## config.mk

```make
export PLATFORM = sky130hd
export DESIGN_NAME = led_pattern_gen
export DESIGN_NICKNAME = d
export VERILOG_FILES = /design/src/rtl/led_pattern_gen.sv
export SDC_FILE = /design/constraint.sdc
export NUM_CORES = 1
export LEC_CHECK = 0
export BUFFER_PORTS_ARGS = -buffer_cell sky130_fd_sc_hd__buf_4
export CORE_ASPECT_RATIO = 1.1
export CORE_MARGIN = 5
export CORE_UTILIZATION = 44
export CTS_CLUSTER_DIAMETER = 80
export CTS_CLUSTER_SIZE = 28
export DETAILED_ROUTE_END_ITERATION = 8
export GPL_TIMING_DRIVEN = 0
export HOLD_SLACK_MARGIN = 0.08
export PLACE_DENSITY = 0.73
export SLEW_MARGIN = 10
export SYNTH_ARGS = -nofsm -noshare
export SYNTH_HDL_FRONTEND = slang
export SYNTH_SLANG_ARGS = --single-unit
```

## constraint.sdc

```tcl
create_clock -name clk -period 2.3 [get_ports clk]
set_clock_uncertainty 0.15 [all_clocks]
set_input_delay 0.115 -clock clk [delete_from_list [all_inputs] [get_ports clk]]
set_output_delay 0.115 -clock clk [all_outputs]
set_load 0.02 [all_outputs]
```

## src/rtl/led_pattern_gen.sv

```systemverilog
// LED pattern generator: a prescaler produces a periodic step tick and a pattern engine
// advances binary, Gray, rotating-dot or bouncing-dot patterns one step per tick.
module led_pattern_gen #(
    parameter int N_LEDS     = 6,
    parameter int WAIT_TIME  = 13500000,
    parameter int ACTIVE_LOW = 0
) (
    input  logic              clk,
    input  logic              rst,
    input  logic              en,
    input  logic              dir,
    input  logic [1:0]        mode,
    output logic              tick,
    output logic [N_LEDS-1:0] led
);

    localparam int PRE_W = $clog2(WAIT_TIME + 1);
    localparam int POS_W = (N_LEDS > 1) ? $clog2(N_LEDS) : 1;

    localparam logic [PRE_W-1:0]  PRE_MAX = PRE_W'(WAIT_TIME - 1);
    localparam logic [PRE_W-1:0]  PRE_ONE = PRE_W'(1);
    localparam logic [POS_W-1:0]  POS_MAX = POS_W'(N_LEDS - 1);
    localparam logic [POS_W-1:0]  POS_ONE = POS_W'(1);
    localparam logic [N_LEDS-1:0] CNT_ONE = N_LEDS'(1);
    localparam logic [N_LEDS-1:0] LED_OFF = (ACTIVE_LOW != 0) ? '1 : '0;

    logic [PRE_W-1:0]  pre, pre_n;
    logic [N_LEDS-1:0] cnt, cnt_n;
    logic [POS_W-1:0]  pos, pos_n;
    logic              bdir, bdir_n;
    logic [1:0]        mode_q;
    logic              mode_chg;
    logic              step;

    function automatic logic [N_LEDS-1:0] pattern(input logic [1:0]        m,
                                                  input logic [N_LEDS-1:0] c,
                                                  input logic [POS_W-1:0]  p);
        case (m)
            2'd0:    pattern = c;
            2'd1:    pattern = c ^ (c >> 1);
            default: pattern = CNT_ONE << p;
        endcase
    endfunction

    function automatic logic [N_LEDS-1:0] polarity(input logic [N_LEDS-1:0] pat);
        polarity = (ACTIVE_LOW != 0) ? ~pat : pat;
    endfunction

    assign mode_chg = (mode != mode_q);
    // A mode change pre-empts the step so the new pattern always starts from its origin.
    assign step     = en && (pre == PRE_MAX) && !mode_chg;

    always_comb begin
        pre_n  = pre;
        cnt_n  = cnt;
        pos_n  = pos;
        bdir_n = bdir;
        if (mode_chg) begin
            pre_n  = '0;
            cnt_n  = '0;
            pos_n  = (dir && mode == 2'd2) ? POS_MAX : '0;
            bdir_n = 1'b0;
        end else if (en) begin
            pre_n = (pre == PRE_MAX) ? '0 : pre + PRE_ONE;
            if (step) begin
                case (mode)
                    2'd0, 2'd1: cnt_n = dir ? cnt - CNT_ONE : cnt + CNT_ONE;
                    2'd2: begin
                        if (dir) pos_n = (pos == '0) ? POS_MAX : pos - POS_ONE;
                        else     pos_n = (pos == POS_MAX) ? '0 : pos + POS_ONE;
                    end
                    default: begin
                        // Ends reverse immediately, so neither end is shown twice in a row.
                        if (N_LEDS > 1) begin
                            if (pos == POS_MAX) begin
                                pos_n  = pos - POS_ONE;
                                bdir_n = 1'b1;
                            end else if (pos == '0) begin
                                pos_n  = pos + POS_ONE;
                                bdir_n = 1'b0;
                            end else begin
                                pos_n = bdir ? pos - POS_ONE : pos + POS_ONE;
                            end
                        end
                    end
                endcase
            end
        end
    end

    always_ff @(posedge clk or posedge rst) begin
        if (rst) begin
            pre    <= '0;
            cnt    <= '0;
            pos    <= '0;
            bdir   <= 1'b0;
            mode_q <= 2'd0;
            tick   <= 1'b0;
            led    <= LED_OFF;
        end else begin
            pre    <= pre_n;
            cnt    <= cnt_n;
            pos    <= pos_n;
            bdir   <= bdir_n;
            mode_q <= mode;
            tick   <= step;
            // Built from next-state values so led changes land on the same edge as tick.
            led    <= polarity(pattern(mode, cnt_n, pos_n));
        end
    end

endmodule

```

# Yosys cells after proc, flatten, opt, wreduce, memory -nomap -nowiden
# Index checks and enable logic that the tools add are counted.
# classes
n_shift,1
eq_ne,6
div,0
order_cmp,0
addsub,5
reduce_logical,12
n_bitwise,1
n_mul,0
n_mux,26
# ops
op,count
24-bit 2-to-1 mux,3
3-bit 2-to-1 mux,10
6-bit 2-to-1 mux,5
"24-bit by 1-bit adder with 24-bit output, second input constant",1
"24-bit equality test, second input constant",1
6-bit one-hot mux with 2 select lines,1
"6-bit by 1-bit adder with 6-bit output, second input constant",1
1-bit 2-to-1 mux,6
3-bit one-hot mux with 2 select lines,1
"1-bit by 3-bit << shifter with 6-bit output, first input constant",1
"6-bit by 1-bit subtractor with 6-bit output, second input constant",1
6-bit by 5-bit XOR with 6-bit output,1
4-bit AND reduction,1
2-bit nonzero test,2
"3-bit by 1-bit adder with 3-bit output, second input constant",1
"3-bit equality test, second input constant",1
1-bit logical AND,3
3-bit logical NOT,1
3-bit nonzero test,1
3-bit OR reduction,1
"3-bit by 1-bit subtractor with 3-bit output, second input constant",1
"2-bit by 1-bit equality test with 1-bit output, second input constant",1
"2-bit equality test, second input constant",1
2-bit logical NOT,1
4 further kinds,4
# totals
word_cells,58
in_bits,6
latchBits,0
mem_bits_ro,0
mem_bits_rw,0
reg_bits,43
memories,0

# Logic depth before layout (Yosys ltp)
# Gate-level depths: netlist of the first run.
# depth
ltp_word,10
depth_mapped,9
ltp_nobuf,9

# Least setup slack after synthesis of the first run
# OpenSTA, ideal clock, no wires.
# synth_timing
path_kind,register to register
start,register pre[0]
end,register led[3]
setup_time_ns,0.120
t_arrival_ns,2.193
period_less_slack_ns,2.463
path_slack_ns,-0.163
stages_incl_launch_ff,9
n_path_buf,1
cell_sequence,dfrtp_1 -> ha_1 -> nand4b_1 -> or4_4 -> buf_6 -> or2_1 -> a221o_1 -> and3_4 -> a31o_1
# synth_between
elab_chain_cells,8
elab_cells_between_ends,12
classes_between,eq/ne: 1; shift: 1; mux: 7; bitwise: 1; reduce/logical: 2
# synth_rtl
item,line_no,text
"start, declared",27,"logic [PRE_W-1:0] pre, pre_n;"
"start signal, assigned",101,pre <= pre_n;
24-bit equality test *,51,assign step = en && (pre == PRE_MAX) && !mode_chg;
1-bit logical AND * (2 in a row),51,
3-bit 2-to-1 mux or 6-bit 2-to-1 mux (tied branches),65,if (step) begin
3-bit 2-to-1 mux or 6-bit 2-to-1 mux (tied branches),63,end else if (en) begin
3-bit 2-to-1 mux or 6-bit 2-to-1 mux (tied branches),58,if (mode_chg) begin
1-bit by 3-bit << shifter with 6-bit output or 6-bit by 5-bit XOR with 6-bit output (tied branches),"41, 40",
6-bit one-hot mux with 2 select lines *,38,case (m)
"end signal, assigned",108,"led <= polarity(pattern(mode, cnt_n, pos_n));"
"end, declared",14,output logic [N_LEDS-1:0] led
# Mark *: on every way between the ends. The rest lies on a longest branch, timed or not.
# A chain may end at the register's enable or synchronous reset.

# Worst setup path in the final report of the first run
# layout_timing
start,register pre[1]
end,register led[3]
# The elaborated chain is that of the path after synthesis.

==> results.cfg, run 1 <==
[layout]
fin_nets = 356
multi_input_area_um2 = 1730
fillers = 548
area_delta_synth_final_pct = 22.2
seqCellArea_um2 = 1080
drive_gt1_frac = 0.240
fin_area_um2 = 3410
postLayoutCoreUtil = 0.553
diodes = 0

[timing]
whs_ns = 0.116
slew_headroom = 0.568
rsz0062_at_grt = true
fin_crit_ns = 2.48
setup-violations-final = 11
hold_viol_final = 0
worst_pin_slew_ns = 0.642
clock.fmax_mhz = 403
slew_violations = 0
setup_slack_ns = -0.184
finalCritPeriodShare = 1.08

[floorplan]
num_rows = 30
die_x_um = 85.9
core-area_um2 = 6160
initial_core_util = 0.453
fp.dieH_um = 93.5
die_area_um2 = 8030
ioPinCount = 13

[cts]
clock_path_buffers = 2
insertion_delay_ns = 0.29
htree_levels = 2
clkSinkCount = 43
clk_transition_reported_paths_ns = 0.08
cts_made_buffers = 5
cts_root_buf = clkbuf_8
tritoncts = yes

[synthesis]
synth-seq-cells = 43
synth_cell_types = 64
synth_common_cells = 43 x dfrtp_1, 37 x nor2_1, 27 x nand2_1, 16 x xor2_1, 15 x xnor2_1
synth_nets = 318
synth_top_area_cell = dfrtp_1
ys.flop_type = dfrtp_1
ys_warn_count = 0
yosys.cell_count.top_type = dfrtp_1
synth_edf_count = 0
netlist_instances = 302
synthTopCellsByArea = dfrtp_1 39%, xor2_1 5.0%, nor2_1 5.0%
syn-mean-instance-area_um2 = 9.23
ys_seq_area_frac = 0.386
post-synth-top-area-fraction = 0.386
syn_area_um2 = 2790
async_flop_share = 1.00

[status]
status = finished, violations left
violations = setup timing

[run]
drv_cap = 0

[worst_setup_path]
crit_type = reg -> reg
cp_data_required_time_ns = 2.34
critPathMaxFanout = 4
cp.arrival_ns = 2.52
endpoint_kind = flip-flop
worst_setup_path_start_kind = flip-flop

[route]
dr.pass1.iters = 4
wl_per_cell_um = 15.3
ant_nets = 0
drt_iter0_drc = 103
via_per_inst = 5.62
route.detailed.drc = 0
vias = 2367
wirelength_um = 6440

[hold_path]
hp-class = in -> reg

[power_and_ir_drop]
sequentialPowerShare = 0.500
p_total_w = 0.00157
vdd_drop_max_mv = 0.407
power_density_nw_per_um2 = 461
clockPowerShare = 0.309
intPower_w = 0.00111
p_leak_nw = 1.32
power_switching_w = 0.000464
pwr-share-comb = 0.191
switching_share = 0.295

[placed_design]
io_buffers = 12
dp_hpwl_um = 4600
post-place-ws_ns = -0.363
gp_congestion = 0.862
dpl-instance-area_um2 = 3000

[global_route]
grt_pass1_wl_um = 10900
grt_max_degree = 31
track_usage = 0.166
grt_pass1_vias = 2399
grt_antenna_before_repair = 0
grt-ovfl-total = 0
-- cell type report --
class / count / area share
Multi-Input combinational cell: 236 / 0.508
Sequential cell: 43 / 0.316
Timing Repair Buffer: 32 / 0.0812
Tap cell: 80 / 0.0294
Buffer: 9 / 0.0261
Clock buffer: 6 / 0.0213
Inverter: 13 / 0.0143
Clock inverter: 2 / 0.00367
-- logic make-up after synthesis --
| family | Yosys count | synth area share |
|---|---|---|
| AO/OA/AOI/OAI | 60 | 0.143 |
| XOR/XNOR | 31 | 0.0974 |
| buffers and inverters | 23 | 0.0462 |
| flip-flops | 43 | 0.386 |
| adder cells (fa/ha/maj) | 10 | 0.0476 |
| AND/OR/NAND/NOR | 133 | 0.272 |
| multiplexers | 2 | 0.00718 |
-- worst max-delay path, stage by stage (launching register included) --
cell and delay, ns:
dfrtp_1 0.37, ha_2 0.20, nand4b_1 0.15, or4_4 0.57, or2_1 0.25, a221o_1 0.32
and3_4 0.19, a31o_1 0.17
-- layout by cell type (no fill, tap or decap), types with 3 or more instances in the layout --
cell type,n
a21oi_1,11
xor2_1,14
o31ai_1,3
buf_6,5
ha_1,7
dfrtp_1,43
nor4_2,4
buf_4,23
nand2_1,24
a211oi_1,3
o21ai_0,13
o21ai_1,3
xnor2_1,15
dlygate4sd3_1,5
nor3_1,7
nand2b_1,4
nand3_1,6
a21oi_2,3
nor2b_1,5
nand4_1,7
nand3b_1,4
nor2_1,34
or3_1,6
inv_1,12
clkbuf_8,7
-- routing by layer --
metal / wire (um) / up-vias / GRT usage / share of wire
met2: 3430 / 38 / 0.307 / 0.53
met1: 2740 / 1168 / 0.200 / 0.43
met4: 99 / 0 / 0.0343 / 0.015
met5: 0 / - / 0 / 0
met3: 165 / 11 / 0.0273 / 0.026
li1: - / 1150 / - / -
-- what timing repair did --
| item | 4_1_cts | 5_1_grt |
|---|---|---|
| hold buffers | 5 | 0 |
| hold endpoints to repair | 47 | 0 |
| pin swaps | 4 | 8 |
| cloned | 0 | 1 |
| gates resized for setup | 13 | 28 |
| setup endpoints to repair | 34 | 33 |
| setup buffers | 9 | 4 |
-- through the flow --
stage          TNS [ns]  cells
2_1_floorplan    -0.126    302
3_3_place_gp      -7.19    394
3_5_place_dp      -8.09    395
4_1_cts          -0.862    416
5_1_grt           -2.35    421
6_report          -1.29    421
-- registers in the layout (all words and copies together), names as in the netlist --
signal / flops
bdir: 1
tick: 1
pre: 24
mode_q: 2
cnt: 6
led: 6
pos: 3
-- final timing paths --
check / depth (start not counted) / slack [ns] / start / end
max: 7 / -0.18 / pre[1] / led[3]
min in group asynchronous: 3 / 0.19 / rst / led[1]
max in group asynchronous: 4 / 1.35 / rst / bdir
max reg2reg: 7 / -0.18 / pre[1] / led[3]
min: 3 / 0.12 / mode[1] / led[0]
min reg2reg: 2 / 0.40 / pre[23] / pre[23]
-- power groups by stage --
| stage | logic (W) | clock network (W) | registers, W |
|---|---|---|---|
| 2_1_floorplan | 0.000172 | 0 | 0.000803 |
| 3_3_place_gp | 0.000246 | 0 | 0.000799 |
| 3_5_place_dp | 0.000256 | 0 | 0.000799 |
| 4_1_cts | 0.000276 | 0.000490 | 0.000785 |
| 5_1_grt | 0.000328 | 0.000530 | 0.000787 |
| 6_report | 0.000301 | 0.000485 | 0.000785 |
Note: power is estimated with default switching activity, not from simulation.
==> run 2, diff against run 1 <==
- GPL_TIMING_DRIVEN: 0 -> unset
- RECOVER_POWER: unset -> 50
==> run 2 against run 1 <==
Compared with the run above:
- the run still ends with setup timing left
- largest cell class unchanged
- routed wire length grew 7.6%
- critical endpoint unchanged
- highest routed layer unchanged
- global-route usage rose by 1.6 points
- die area did not move
- first-iteration DRC count is 42% lower
==> results.cfg, run 2 (same netlist as run 1, synthesis figures left out) <==
[status]
status = finished, violations left
violations = setup timing

[route]
wirelength_um = 6930
ant_nets = 0
dr.pass1.iters = 4
vias = 2445
via_per_inst = 5.46
wl_per_cell_um = 15.5
route.detailed.drc = 0
drt_iter0_drc = 60

[timing]
clock.fmax_mhz = 424
hold_viol_final = 0
slew_headroom = 0.618
setup-violations-final = 3
finalCritPeriodShare = 1.02
worst_pin_slew_ns = 0.573
slew_violations = 0
fin_crit_ns = 2.36
rsz0062_at_grt = true
setup_slack_ns = -0.0568

[floorplan]
die_area_um2 = 8030
num_rows = 30
ioPinCount = 13
die_x_um = 85.9
fp.dieH_um = 93.5
initial_core_util = 0.453
core-area_um2 = 6160

[cts]
clk_transition_reported_paths_ns = 0.09
clock_path_buffers = 2
tritoncts = yes
cts_root_buf = clkbuf_8
insertion_delay_ns = 0.31
clkSinkCount = 43
cts_made_buffers = 5
htree_levels = 2

[worst_setup_path]
worst_setup_path_start_kind = flip-flop
critPathMaxFanout = 3
endpoint_kind = flip-flop
cp_data_required_time_ns = 2.34
crit_path_start = pos[0]
r2r-end = led[3]
critical_path.endpoint = led[3]
rr_worst_depth = 8
crit_type = reg -> reg
r2r_slack_ns = -0.06
timing.rr.start = pos[0]
cp.arrival_ns = 2.40

[placed_design]
dpl.cell_count = 429
io_buffers = 12
dp_hpwl_um = 4900
dpl-instance-area_um2 = 3260
gp_congestion = 0.916

[power_and_ir_drop]
power_density_nw_per_um2 = 467
vdd_drop_max_mv = 0.322
p_leak_nw = 1.46

[layout]
area_delta_synth_final_pct = 27.7
reg_top3 = pre: 24 flops, cnt: 6 flops, led: 6 flops
fin_area_um2 = 3560
mostFrequentLayoutCells = 62 x buf_4, 43 x dfrtp_1, 36 x nor2_1
largest_reg_flops = 24
diodes = 0
drive_gt1_frac = 0.283
instances_no_fill = 448
fin_nets = 383
top_register = pre
final_common_cell = buf_4

[global_route]
grt-ovfl-total = 0
track_usage = 0.182
grt_max_degree = 44
grt_pass1_wl_um = 11500
grt_pass1_vias = 2513
grt_antenna_before_repair = 0

[hold_path]
hold_depth = 4
hp-class = in -> reg

[run]
drv_cap = 0
[run 2: final cells by class]
| type | count | area (um2) |
|---|---|---|
| fill | 553 | 2600 |
| multi-input combinational | 236 | 1690 |
| sequential | 43 | 1080 |
| timing repair buffer | 68 | 546 |
| tap | 80 | 100 |
| clock buffer | 7 | 96.3 |
| inverter | 13 | 48.8 |
| clock inverter | 1 | 7.51 |
[run 2: worst min path at each step]
stage,startpoint,end
finish,mode[0],bdir
detailed placement,rst,pre[18]
global placement,rst,tick
floorplan,mode[0],mode_q[0]
CTS,mode[0],bdir
global route,mode[0],bdir
[run 2: worst max-delay path: stages (launching register included)]
cell       delay [ns]
dfrtp_1          0.42
buf_4            0.16
ha_1             0.21
nand2b_1         0.16
o211ai_1         0.19
o2111ai_1        0.20
a221o_1          0.41
and3_4           0.19
a31o_1           0.16
[run 2: report_power, final]
group	internal [W]	switching (W)
registers	0.000771	0.0000178
logic	0.000141	0.000181
clock network	0.000273	0.000278
total	0.00119	0.000477
[run 2: metal layers]
metal | wire length [um] | track usage | up-vias
met4 | 153 | 0.0897 | 0
met3 | 190 | 0.0414 | 12
li1 | - | - | 1201
met2 | 3610 | 0.316 | 38
met5 | 0 | 0 | -
met1 | 2980 | 0.207 | 1194
[run 2: per-stage QoR]
| stage | setup slack (ns) | hold WS [ns] | power, W | TNS [ns] | util |
|---|---|---|---|---|---|
| global placement | -0.0179 | 0.135 | 0.00109 | -0.0179 | 0.530 |
| detailed placement | -0.0828 | 0.145 | 0.00109 | -0.283 | 0.530 |
| CTS | -0.0337 | 0.108 | 0.00166 | -0.0661 | 0.560 |
| finish | -0.0568 | 0.138 | 0.00166 | -0.117 | 0.578 |
| global route | -0.176 | 0.139 | 0.00174 | -1.02 | 0.578 |
| floorplan | -0.0821 | -0.00357 | 0.000976 | -0.126 | - |
[run 2: what timing repair did]
action,in CTS,in global routing
buffers inserted,3,4
hold buffers,4,0
endpoints found under the setup margin,8,15
pin swaps,3,4
endpoints found under the hold margin,47,0
resized for setup,3,17
